`src/rtl/shift_defs.sv`:
```
// Shared state encodings and shift-type constants for the right shifter and ALU decode.
package shift_defs;
  typedef enum logic [1:0] {
    ST_IDLE  = 2'd0,
    ST_SHIFT = 2'd1,
    ST_DONE  = 2'd2
  } state_t;

  localparam logic SHIFT_LOGICAL = 1'b0;
  localparam logic SHIFT_ARITH   = 1'b1;
endpackage

```
`src/rtl/one_bit_shift_right.sv`:
```
// Single-position right shift with an explicit fill bit; purely combinational.
module one_bit_shift_right #(
  parameter int n = 32
) (
  input  logic [n-1:0] i_num,
  input  logic         i_fill,
  output logic [n-1:0] o_res
);
  assign o_res = {i_fill, i_num[n-1:1]};
endmodule

```
`src/rtl/seq_shift_right_unit.sv`:
```
// Multi-cycle SRL/SRA: one bit per clock under a start/done handshake.
// done arrives shamt+1 cycles after accept; busy stalls the pipeline, flush kills the op.
module seq_shift_right_unit
  import shift_defs::*;
#(
  parameter int n  = 32,
  parameter int SW = $clog2(n)
) (
  input  logic          i_clk,
  input  logic          i_rst,
  input  logic          i_start,
  input  logic [n-1:0]  i_num,
  input  logic [SW-1:0] i_shamt,
  input  logic          i_arith,
  input  logic          i_flush,
  output logic          o_busy,
  output logic          o_done,
  output logic [n-1:0]  o_res
);
  state_t        r_state;
  state_t        w_next;
  logic          w_accept;
  logic [n-1:0]  r_res;
  logic [SW-1:0] r_cnt;
  logic          r_fill;
  logic [n-1:0]  w_shifted;

  one_bit_shift_right #(.n(n)) u_step (
    .i_num  (r_res),
    .i_fill (r_fill),
    .o_res  (w_shifted)
  );

  always_ff @(posedge i_clk) begin
    if (i_rst) begin
      r_state <= ST_IDLE;
    end else begin
      r_state <= w_next;
    end
  end

  always_comb begin
    w_next   = r_state;
    w_accept = 1'b0;
    case (r_state)
      ST_IDLE, ST_DONE: begin
        if (i_start) begin
          w_accept = 1'b1;
          w_next   = (i_shamt == '0) ? ST_DONE : ST_SHIFT;
        end else begin
          w_next = ST_IDLE;
        end
      end
      ST_SHIFT: begin
        if (r_cnt == SW'(1)) begin
          w_next = ST_DONE;
        end
      end
      default: w_next = ST_IDLE;
    endcase
    // Flush beats a same-cycle start: the request is dropped, not queued.
    if (i_flush) begin
      w_next   = ST_IDLE;
      w_accept = 1'b0;
    end
  end

  always_ff @(posedge i_clk) begin
    if (i_rst) begin
      r_res  <= '0;
      r_cnt  <= '0;
      r_fill <= 1'b0;
    end else if (w_accept) begin
      r_res  <= i_num;
      r_cnt  <= i_shamt;
      r_fill <= (i_arith == SHIFT_ARITH) & i_num[n-1];
    end else if (r_state == ST_SHIFT) begin
      r_res <= w_shifted;
      r_cnt <= r_cnt - SW'(1);
    end
  end

  assign o_busy = (r_state == ST_SHIFT);
  assign o_done = (r_state == ST_DONE);
  assign o_res  = r_res;
endmodule

```
`config.mk`:
```
export PLATFORM = sky130hd
export DESIGN_NAME = seq_shift_right_unit
export DESIGN_NICKNAME = d
export VERILOG_FILES = /design/src/rtl/shift_defs.sv /design/src/rtl/one_bit_shift_right.sv /design/src/rtl/seq_shift_right_unit.sv
export SDC_FILE = /design/constraint.sdc
export NUM_CORES = 1
export LEC_CHECK = 0
export BUFFER_PORTS_ARGS = -buffer_cell sky130_fd_sc_hd__buf_4
export CELL_PAD_IN_SITES_DETAIL_PLACEMENT = 0
export CELL_PAD_IN_SITES_GLOBAL_PLACEMENT = 1
export CORE_MARGIN = 10
export CORE_UTILIZATION = 36
export DETAILED_ROUTE_END_ITERATION = 8
export GPL_TIMING_DRIVEN = 0
export HOLD_SLACK_MARGIN = 0.15
export PLACE_DENSITY_LB_ADDON = 0.12
export SLEW_MARGIN = 25
export SYNTH_ARGS = -nofsm -noshare
export SYNTH_HDL_FRONTEND = slang
export SYNTH_SLANG_ARGS = --single-unit
```
`constraint.sdc`:
```
create_clock -name i_clk -period 2.1 [get_ports i_clk]
set_clock_uncertainty 0.05 [all_clocks]
set_input_delay 0.21 -clock i_clk [delete_from_list [all_inputs] [get_ports i_clk]]
set_output_delay 0.21 -clock i_clk [all_outputs]
set_load 0.01 [all_outputs]
```
# ---- After elaboration in Yosys (flattened, before gate mapping)
# Cells that the tools add are included.
dict set report classes {
  n_addsub 1
  n_lt_le_gt_ge 0
  muxes 11
  div_mod_pow 0
  n_bitwise 1
  shifts 0
  n_reduce_logical 5
  eq_ne 4
  mul 0
}
# cell n
set op_table {}
lappend op_table {{32-bit two-way mux} 2}
lappend op_table {{5-bit two-way mux} 2}
lappend op_table {{2-bit two-way mux} 3}
lappend op_table {{5-bit by 1-bit == test with 1-bit output, second input constant} 1}
lappend op_table {{5-bit zero test} 1}
lappend op_table {{5-bit by 1-bit subtractor with 5-bit output, second input constant} 1}
lappend op_table {{2-bit one-hot mux with 2 select lines} 1}
lappend op_table {{2-bit OR reduction} 2}
lappend op_table {{1-bit two-way mux} 3}
lappend op_table {{2-bit by 1-bit == test with 1-bit output, second input constant} 1}
lappend op_table {{2-bit == test, second input constant} 1}
lappend op_table {{2-bit zero test} 1}
lappend op_table {{2-bit by 1-bit != test with 1-bit output, second input constant} 1}
lappend op_table {{2-bit nonzero test} 1}
lappend op_table {{1-bit AND} 1}
dict set report word_totals {
  latchBits 0
  output_inout_bits 34
  register_bits 40
  in_bits 42
  elab_cells 26
  ram_bits 0
  rom_bits 0
  mem_count 0
}

# ---- Depth between registers and ports, before layout
# Gate-level depths: netlist (run 1).
dict set report depth {
  depth_word 5
  ltp_mapped 6
  mapped_depth_nobuf 5
}

# ---- Modules after synthesis
# A second synthesis (run 1) with hierarchy kept.
dict set report unflattened {
  hier_cells 235
  hier_area_um2 2034.5
}
# mod cells_per_inst n_inst area_per_inst_um2 seq_area_each_um2
set by_module_without_submodules {}
lappend by_module_without_submodules {seq_shift_right_unit 203 1 1794.2 800.8}
lappend by_module_without_submodules {one_bit_shift_right 32 1 240.2 0.0}

# ---- Worst setup path before layout (run 1)
# No wires, ideal clock.
dict set report synth_path {
  path_kind {register -> register}
  startpoint {register r_state[0]}
  endpoint {register r_res[20], in the netlist o_res[20]}
  path_stages_with_launch 6
  t_required_ps 1918
  n_path_buf 2
  path_slack_ps 785
  setup_ps 132
  period_less_slack_ps 1315
  t_arrival_ps 1133
  path_cell_list {dfxtp_1 -> or3b_1 -> buf_6 -> buf_6 -> nand3_1 -> a21oi_1}
}
dict set report synth_via {
  elab_chain_len 5
  word_cells_on_any_way 8
  cone_classes {eq/ne (2); mux (3); reduce/logical (3)}
}
# item line
set synth_rtl {}
lappend synth_rtl {{from (decl)} seq_shift_right_unit.sv:20} ;# state_t r_state;
lappend synth_rtl {{from (signal assigned)} seq_shift_right_unit.sv:38} ;# r_state <= w_next;
lappend synth_rtl {{2-bit == test / 2-bit zero test (equally long branches)} seq_shift_right_unit.sv:45} ;# case (r_state)
lappend synth_rtl {{2-bit OR reduction} seq_shift_right_unit.sv:45}
lappend synth_rtl {{1-bit two-way mux} seq_shift_right_unit.sv:45}
lappend synth_rtl {{1-bit two-way mux} seq_shift_right_unit.sv:62} ;# if (i_flush) begin
lappend synth_rtl {{32-bit two-way mux / 2-bit nonzero test (equally long branches)} n/a}
lappend synth_rtl {{to (signal assigned)} seq_shift_right_unit.sv:74} ;# r_res <= i_num;
lappend synth_rtl {{to (signal assigned)} seq_shift_right_unit.sv:78} ;# r_res <= w_shifted;
lappend synth_rtl {{to (decl)} seq_shift_right_unit.sv:23} ;# logic [n-1:0] r_res;
# Parallel ways exist; a longest one is shown, timed or not.
# A chain may end at the register's enable or synchronous reset.

# ---- Worst setup path in the final report (run 1)
dict set report layout_path {
  startpoint {register r_state[0]}
  endpoint {register r_fill}
}
dict set report layout_via {
  elab_chain_len 4
  word_cells_on_any_way 5
  cone_classes {eq/ne (1); mux (2); reduce/logical (2)}
}
# item line
set layout_rtl {}
lappend layout_rtl {{2-bit == test / 2-bit zero test (equally long branches)} seq_shift_right_unit.sv:45}
lappend layout_rtl {{2-bit OR reduction (*)} seq_shift_right_unit.sv:45}
lappend layout_rtl {{1-bit two-way mux (*)} seq_shift_right_unit.sv:45}
lappend layout_rtl {{1-bit two-way mux (*)} seq_shift_right_unit.sv:62}
lappend layout_rtl {{to (signal assigned)} seq_shift_right_unit.sv:76} ;# r_fill <= (i_arith == SHIFT_ARITH) & i_num[n-1];
lappend layout_rtl {{to (decl)} seq_shift_right_unit.sv:25} ;# logic r_fill;
# Mark *: on every way between the ends. The rest lies on a longest branch, timed or not.

==> results of run 1 <==
## power by group through the flow
stage / Sequential, mW / Combinational, mW / Clock [mW]
after floorplan: 0.861 / 0.145 / 0
after global placement: 0.852 / 0.311 / 0
after detailed placement: 0.852 / 0.312 / 0
after CTS: 0.835 / 0.351 / 0.635
after global routing: 0.842 / 0.386 / 0.666
final: 0.835 / 0.349 / 0.624
## tightest hold or removal path, cell delays in order
cell     delay (ns)
buf_4          0.08
a22oi_1        0.05
a21oi_1        0.11
## per-stage QoR
step / std cells / utilization (%) / total power, mW / instance area [µm²] / setup WS (ns)
floorplan: 202 / - / 1.01 / 1790 / 0.785
global placement: 343 / 51.0 / 1.16 / 2430 / 0.657
detailed placement: 343 / 51.0 / 1.16 / 2430 / 0.658
CTS: 377 / 58.8 / 1.82 / 2790 / 0.214
global route: 377 / 58.8 / 1.89 / 2790 / 0.119
finish: 377 / 58.8 / 1.81 / 2790 / 0.231
## synth_stat cells, types with 2 or more instances
| cell | count |
|---|---|
| dfxtp_1 | 40 |
| nand3_1 | 38 |
| a21oi_1 | 35 |
| a22oi_1 | 33 |
| buf_2 | 7 |
| buf_4 | 5 |
| clkbuf_1 | 5 |
| inv_1 | 5 |
| nor2b_1 | 4 |
| a31oi_1 | 3 |
| buf_6 | 3 |
| a32oi_1 | 2 |
| ha_1 | 2 |
| nand2_1 | 2 |
| nor2_1 | 2 |
| o21ai_0 | 2 |
| or3_1 | 2 |
## per-layer routing
layer	vias to the layer above	wire, µm
met4	0	84
met2	76	2690
met1	908	2610
met5	-	0
li1	968	-
met3	7	423
## registers in the layout, indices dropped and copies added (netlist names)
register / count
r_state: 2
o_res: 32
r_cnt: 5
r_fill: 1
## worst paths after layout
| path | startpoint | end | depth (start not counted) | slack [ns] |
|---|---|---|---|---|
| setup / recovery | r_state[0]$_SDFFE_PP0P_ | r_fill$_SDFFE_PP0P_ | 6 | 0.23 |
| setup reg to reg | r_state[0]$_SDFFE_PP0P_ | r_fill$_SDFFE_PP0P_ | 6 | 0.23 |
| hold reg to reg | r_fill$_SDFFE_PP0P_ | r_fill$_SDFFE_PP0P_ | 2 | 0.41 |
| hold / removal | i_num[1] | o_res[1]$_SDFFE_PP0P_ | 3 | 0.15 |
## cells by family (layout without fill, tap and decap cells)
group,after synthesis,count (layout)
AO/OA/AOI/OAI,79,79
adder cells (fa/ha/maj),2,2
buffers and inverters,26,134
flip-flops,40,40
AND/OR/NAND/NOR,55,55
## cell usage in the layout, fill, tap and decap left out, types with 3 or more instances in the layout
cell	count
buf_2	7
a31oi_1	3
dfxtp_1	40
nand3_1	38
buf_4	79
inv_1	5
clkbuf_1	6
clkbuf_8	5
buf_6	3
a21oi_1	35
nor2b_1	4
a22oi_1	33
dlygate4sd3_1	26
## area by class of cell
type | instances | area, µm² | area share [%]
Timing Repair Buffer | 100 | 816 | 29.2
Buffer | 20 | 125 | 4.48
Multi-Input combinational cell | 136 | 836 | 29.9
Tap cell | 67 | 83.8 | 3.00
Clock buffer | 6 | 72.6 | 2.60
Inverter | 6 | 25.0 | 0.896
Sequential cell | 40 | 801 | 28.7
Clock inverter | 2 | 35.0 | 1.25
## what timing repair did
action / in CTS / in global routing
endpoints found under the setup margin: 0 / 0
hold endpoints to repair: 26 / 0
hold buffers: 26 / 0
==> run summary, run 1 <==
Status: finished, final reports clean
Max-slew violation count: 0
Fillers: 470
Sequential area share after synthesis: 44.8%
CP Data Required Time: 2.28 ns
Slowest stage delay, CP: 0.55 ns
Comb pwr share: 19.3%
Syn_area_per_cell: 8.85 µm²
Mapped cell area: 0.00179 mm²
CTS tree: yes
Clk sink count: 40
Post-Synth XOR/XNOR Area: 0%
RSZ-0062 raised after global routing: false
Clock root cell: clkbuf_8
Pleak: 1.14 nW
Switch share: 25.7%
Worst-Skew Late Latency: 0.29 ns
CTS buffer count: 5
Gr ovfl total: 0
Initial DRT Pass Iterations: 4
Synth top area cells: dfxtp_1, a22oi_1, nand3_1
Routed Antenna Nets: 0
Sequential share of power: 46.2%
Core ar.: 0.00475 mm²
Cell variety after synth: 29
Top_reg_cell synth: dfxtp_1
Post-synth top area share: 44.8%
Wire per inst: 15.4 µm
WS Path Type: reg2reg
Via Count: 1,959
Area delta synth->final: 56.4%
Top delay family on crit path: buffers and inverters
Number of global-route vias before repair: 1,946
Clock Tree Buf Depth: 2
Initial DRC count: 111
Layout cells sized above 1: 32.3%
Most used cell, CP: buf_4
Post-CTS resize count: 0
Mux share of post-synthesis cell area: 0%
Share of power burned in the clock network: 34.5%
Post-Synth Adder-Cell Area: 1.40%
Nets: 353
Port buffer count: 74
Die height: 90.5 µm
Global-route track usage on met3: 5.15%
Largest family of logic cells by synthesized area: compound AO/OA/AOI/OAI gates
Psw: 465 µW
Post-CTS Setup Bufs: 0
H-tree levels: 2
Slew @ Worst Pin: 0.478 ns
Post-synthesis simple-gate area fraction: 16.8%
Via density: 5.20
CP max-delay cell: dlygate4sd3_1
Compound-Gate Fraction of Synth Area: 28.6%
Final setup viols: 0
Die width: 90.5 µm
Residual DRC count: 0
Crit path max fanout: 10
# rows: 25
Synth async-reset ratio: 0%
Final period util: 89.0%
Fmax: 535 MHz
Largest net degree at the start of global routing: 13
Syn Nets: 246
Total die area: 0.00818 mm²
Initial antenna violation count: 0
Total GRT Usage: 13.8%
Starting Density: 37.6%
Worst setup SP type: flip-flop
GP Congestion: 0.761
WHS: 0.145 ns
Final Critical Period: 1.87 ns
Met1 usage: 17.1%
First-pass GRT wire length: 9580 µm
Hold WC Path Type: in2reg
I/O pin count: 76
Post-synthesis cell count: 202
Number of synthesized register bits: 40
Max IR drop VDD: 0.380 mV
Clock-pin slew on the worst setup and hold paths: 0.08 ns
Synth warn: 0
Global Route met2 Usage: 21.4%
Number of flops mapped to enable cells by yosys: 0
Arr. time, crit path: 2.05 ns
Worst-path cell chain: nor3b_2, buf_4, buf_4, nand3_1, dlygate4sd3_1, a21oi_1
# Max-Cap Violations: 0
Pint: 1.34 mW
Sum Neg Setup Slack: 0 ns
Yosys top cell by area: dfxtp_1
Pwr/cell area: 647 mW/mm²
Final WL: 5810 µm
Top Usage Layer GRT: met2
Final count of hold timing violations: 0
DP HPWL: 4090 µm
CP endpoint kind: flip-flop
Max_slew headroom: 68.1%
WP buf/inv: 3
Number of inserted diodes: 0
(Power assumes the default switching activity.)
==> run 2: changes to the inputs <==
==> constraint.sdc (replaced) <==
create_clock -name i_clk -period 2.1 [get_ports i_clk]
set_clock_uncertainty 0.05 [all_clocks]
set_input_delay 0.105 -clock i_clk [delete_from_list [all_inputs] [get_ports i_clk]]
set_output_delay 0.105 -clock i_clk [all_outputs]
set_load 0.01 [all_outputs]
==> run summary, run 2 (same netlist as run 1, synthesis figures left out) <==
Die width: 90.5 µm (unchanged)
Final period util: 93.7% (+4.7 points)
CTS tree: yes
# rows: 25 (unchanged)
Post-CTS Hold Buffers: 40 (+54%)
Pwr/cell area: 624 mW/mm² (-3.6%)
RSZ-0062 raised after global routing: false
Final setup viols: 0 (unchanged)
Most frequent cells in the layout: buf_4, dlygate4sd3_1, dfxtp_1, nand3_1, a21oi_1
Routed Antenna Nets: 0 (unchanged)
Nets: 367 (+4.0%)
Residual DRC count: 0 (unchanged)
CP endpoint kind: flip-flop
Sequential share of power: 45.6% (-0.6 points)
Most common cell after layout, fill and taps aside: buf_4
Initial antenna violation count: 1 (+1)
Clock-pin slew on the worst setup and hold paths: 0.08 ns (about the same)
Pint: 1.36 mW (+1.3%)
Post-CTS resize count: 0 (unchanged)
Switch share: 25.8% (+0.064 points)
Hold WC Path Type: in2reg
Slew @ Worst Pin: 0.480 ns (+0.00201 ns)
Gr ovfl total: 0 (unchanged)
Final WL: 6020 µm (+3.7%)
WHS: 0.156 ns (+0.0107 ns)
Port buffer count: 74 (unchanged)
Final count of hold timing violations: 0 (unchanged)
Total GRT Usage: 14.3% (+0.53 points)
Worst setup margin: 0.132 ns (-0.0984 ns)
Clk sink count: 40 (unchanged)
Final Critical Period: 1.97 ns (+0.0984 ns)
Pleak: 1.20 nW (+5.3%)
Psw: 473 µW (+1.6%)
Comb pwr share: 20.2% (+0.9 points)
Arr. time, crit path: 2.10 ns (+0.05 ns)
Area delta synth->final: 64.4%
WS Path Type: in2reg
Total die area: 0.00818 mm² (unchanged)
DP HPWL: 4090 µm (unchanged)
Layout cells sized above 1: 30.9% (-1.4 points)
I/O pin count: 76 (unchanged)
Max_slew headroom: 68.0% (-0.13 points)
CTS buffer count: 5 (unchanged)
Initial DRT Pass Iterations: 4 (unchanged)
Max IR drop VDD: 0.384 mV (+0.95%)
Core ar.: 0.00475 mm² (unchanged)
CP Data Required Time: 2.24 ns (-0.04 ns)
Max-slew violation count: 0 (unchanged)
Wire per inst: 15.4 µm (-0.30%)
Via density: 5.14 (-1.0%)
Worst setup SP type: primary input
Post-CTS Setup Bufs: 0 (unchanged)
H-tree levels: 2 (unchanged)
Largest net degree at the start of global routing: 13 (unchanged)
Share of power burned in the clock network: 34.2% (-0.3 points)
Die height: 90.5 µm (unchanged)
Fmax: 508 MHz (-5.0%)
# Max-Cap Violations: 0 (unchanged)
Max FFs per register: 32 (unchanged)
Starting Density: 37.6% (unchanged)
Sum Neg Setup Slack: 0 ns (unchanged)
Initial DRC count: 99 (-11%)
Worst-Skew Late Latency: 0.29 ns (about the same)
First-pass GRT wire length: 9950 µm (+3.8%)
Crit path max fanout: 2 (-8)
Clock root cell: clkbuf_8
Status: finished, final reports clean
Setup WS pre-CTS: 0.658 ns (unchanged)
Clock Tree Buf Depth: 2 (unchanged)
GP Congestion: 0.761 (unchanged)
Number of global-route vias before repair: 2,016 (+3.6%)
Via Count: 2,016 (+2.9%)
==> run 2: final timing paths <==
kind                                         startpoint                       to  slack (ns)  cells after the start
worst max-delay path                         i_shamt[2]  r_state[0]$_SDFFE_PP0P_        0.13                      6
worst min-delay path                              i_rst    o_res[8]$_SDFFE_PP0P_        0.16                      2
worst max register to register  r_state[0]$_SDFFE_PP0P_  r_state[0]$_SDFFE_PP0P_        0.19                      6
worst min register to register      r_fill$_SDFFE_PP0P_      r_fill$_SDFFE_PP0P_        0.41                      2
==> run 2: final cells by class <==
class,instances,area [µm²]
Clock buffer,6,72.6
Buffer,20,125
Sequential cell,40,801
Tap cell,67,83.8
Fill cell,453,1820
Timing Repair Buffer,114,956
Multi-Input combinational cell,136,836
Inverter,6,25.0
Antenna cell,1,2.50
Clock inverter,2,35.0
==> run 2: critical path, cell delays in order <==
cell,delay (ns)
dlygate4sd3_1,0.53
buf_4,0.13
or4_4,0.54
o21ai_0,0.16
a21boi_1,0.08
dlygate4sd3_1,0.55
==> run 2: through the flow <==
| stage | total power, mW | cells | utilization (%) | instance area (µm²) |
|---|---|---|---|---|
| 5_1_grt | 1.92 | 392 | 61.8 | 2940 |
| 3_3_place_gp | 1.16 | 343 | 51.0 | 2430 |
| 6_report | 1.83 | 392 | 61.8 | 2940 |
| 4_1_cts | 1.84 | 391 | 61.7 | 2930 |
| 2_1_floorplan | 1.01 | 202 | - | 1790 |
| 3_5_place_dp | 1.16 | 343 | 51.0 | 2430 |
==> run 2: per-layer routing <==
| metal | track usage (%) | wire length [µm] | share of wire (%) | vias to the layer above |
|---|---|---|---|---|
| met4 | 4.77 | 74 | 1.2 | 0 |
| li1 | - | - | - | 995 |
| met5 | 0 | 0 | 0 | - |
| met3 | 5.15 | 373 | 6.2 | 7 |
| met2 | 22.5 | 2830 | 47 | 67 |
| met1 | 17.6 | 2740 | 46 | 947 |
==> run 2: power by group through the flow <==
stage	Sequential, mW	Clock (mW)	Combinational (mW)
detailed placement	0.852	0	0.312
global placement	0.852	0	0.311
global route	0.842	0.666	0.410
floorplan	0.861	0	0.145
CTS	0.835	0.635	0.372
finish	0.835	0.627	0.371
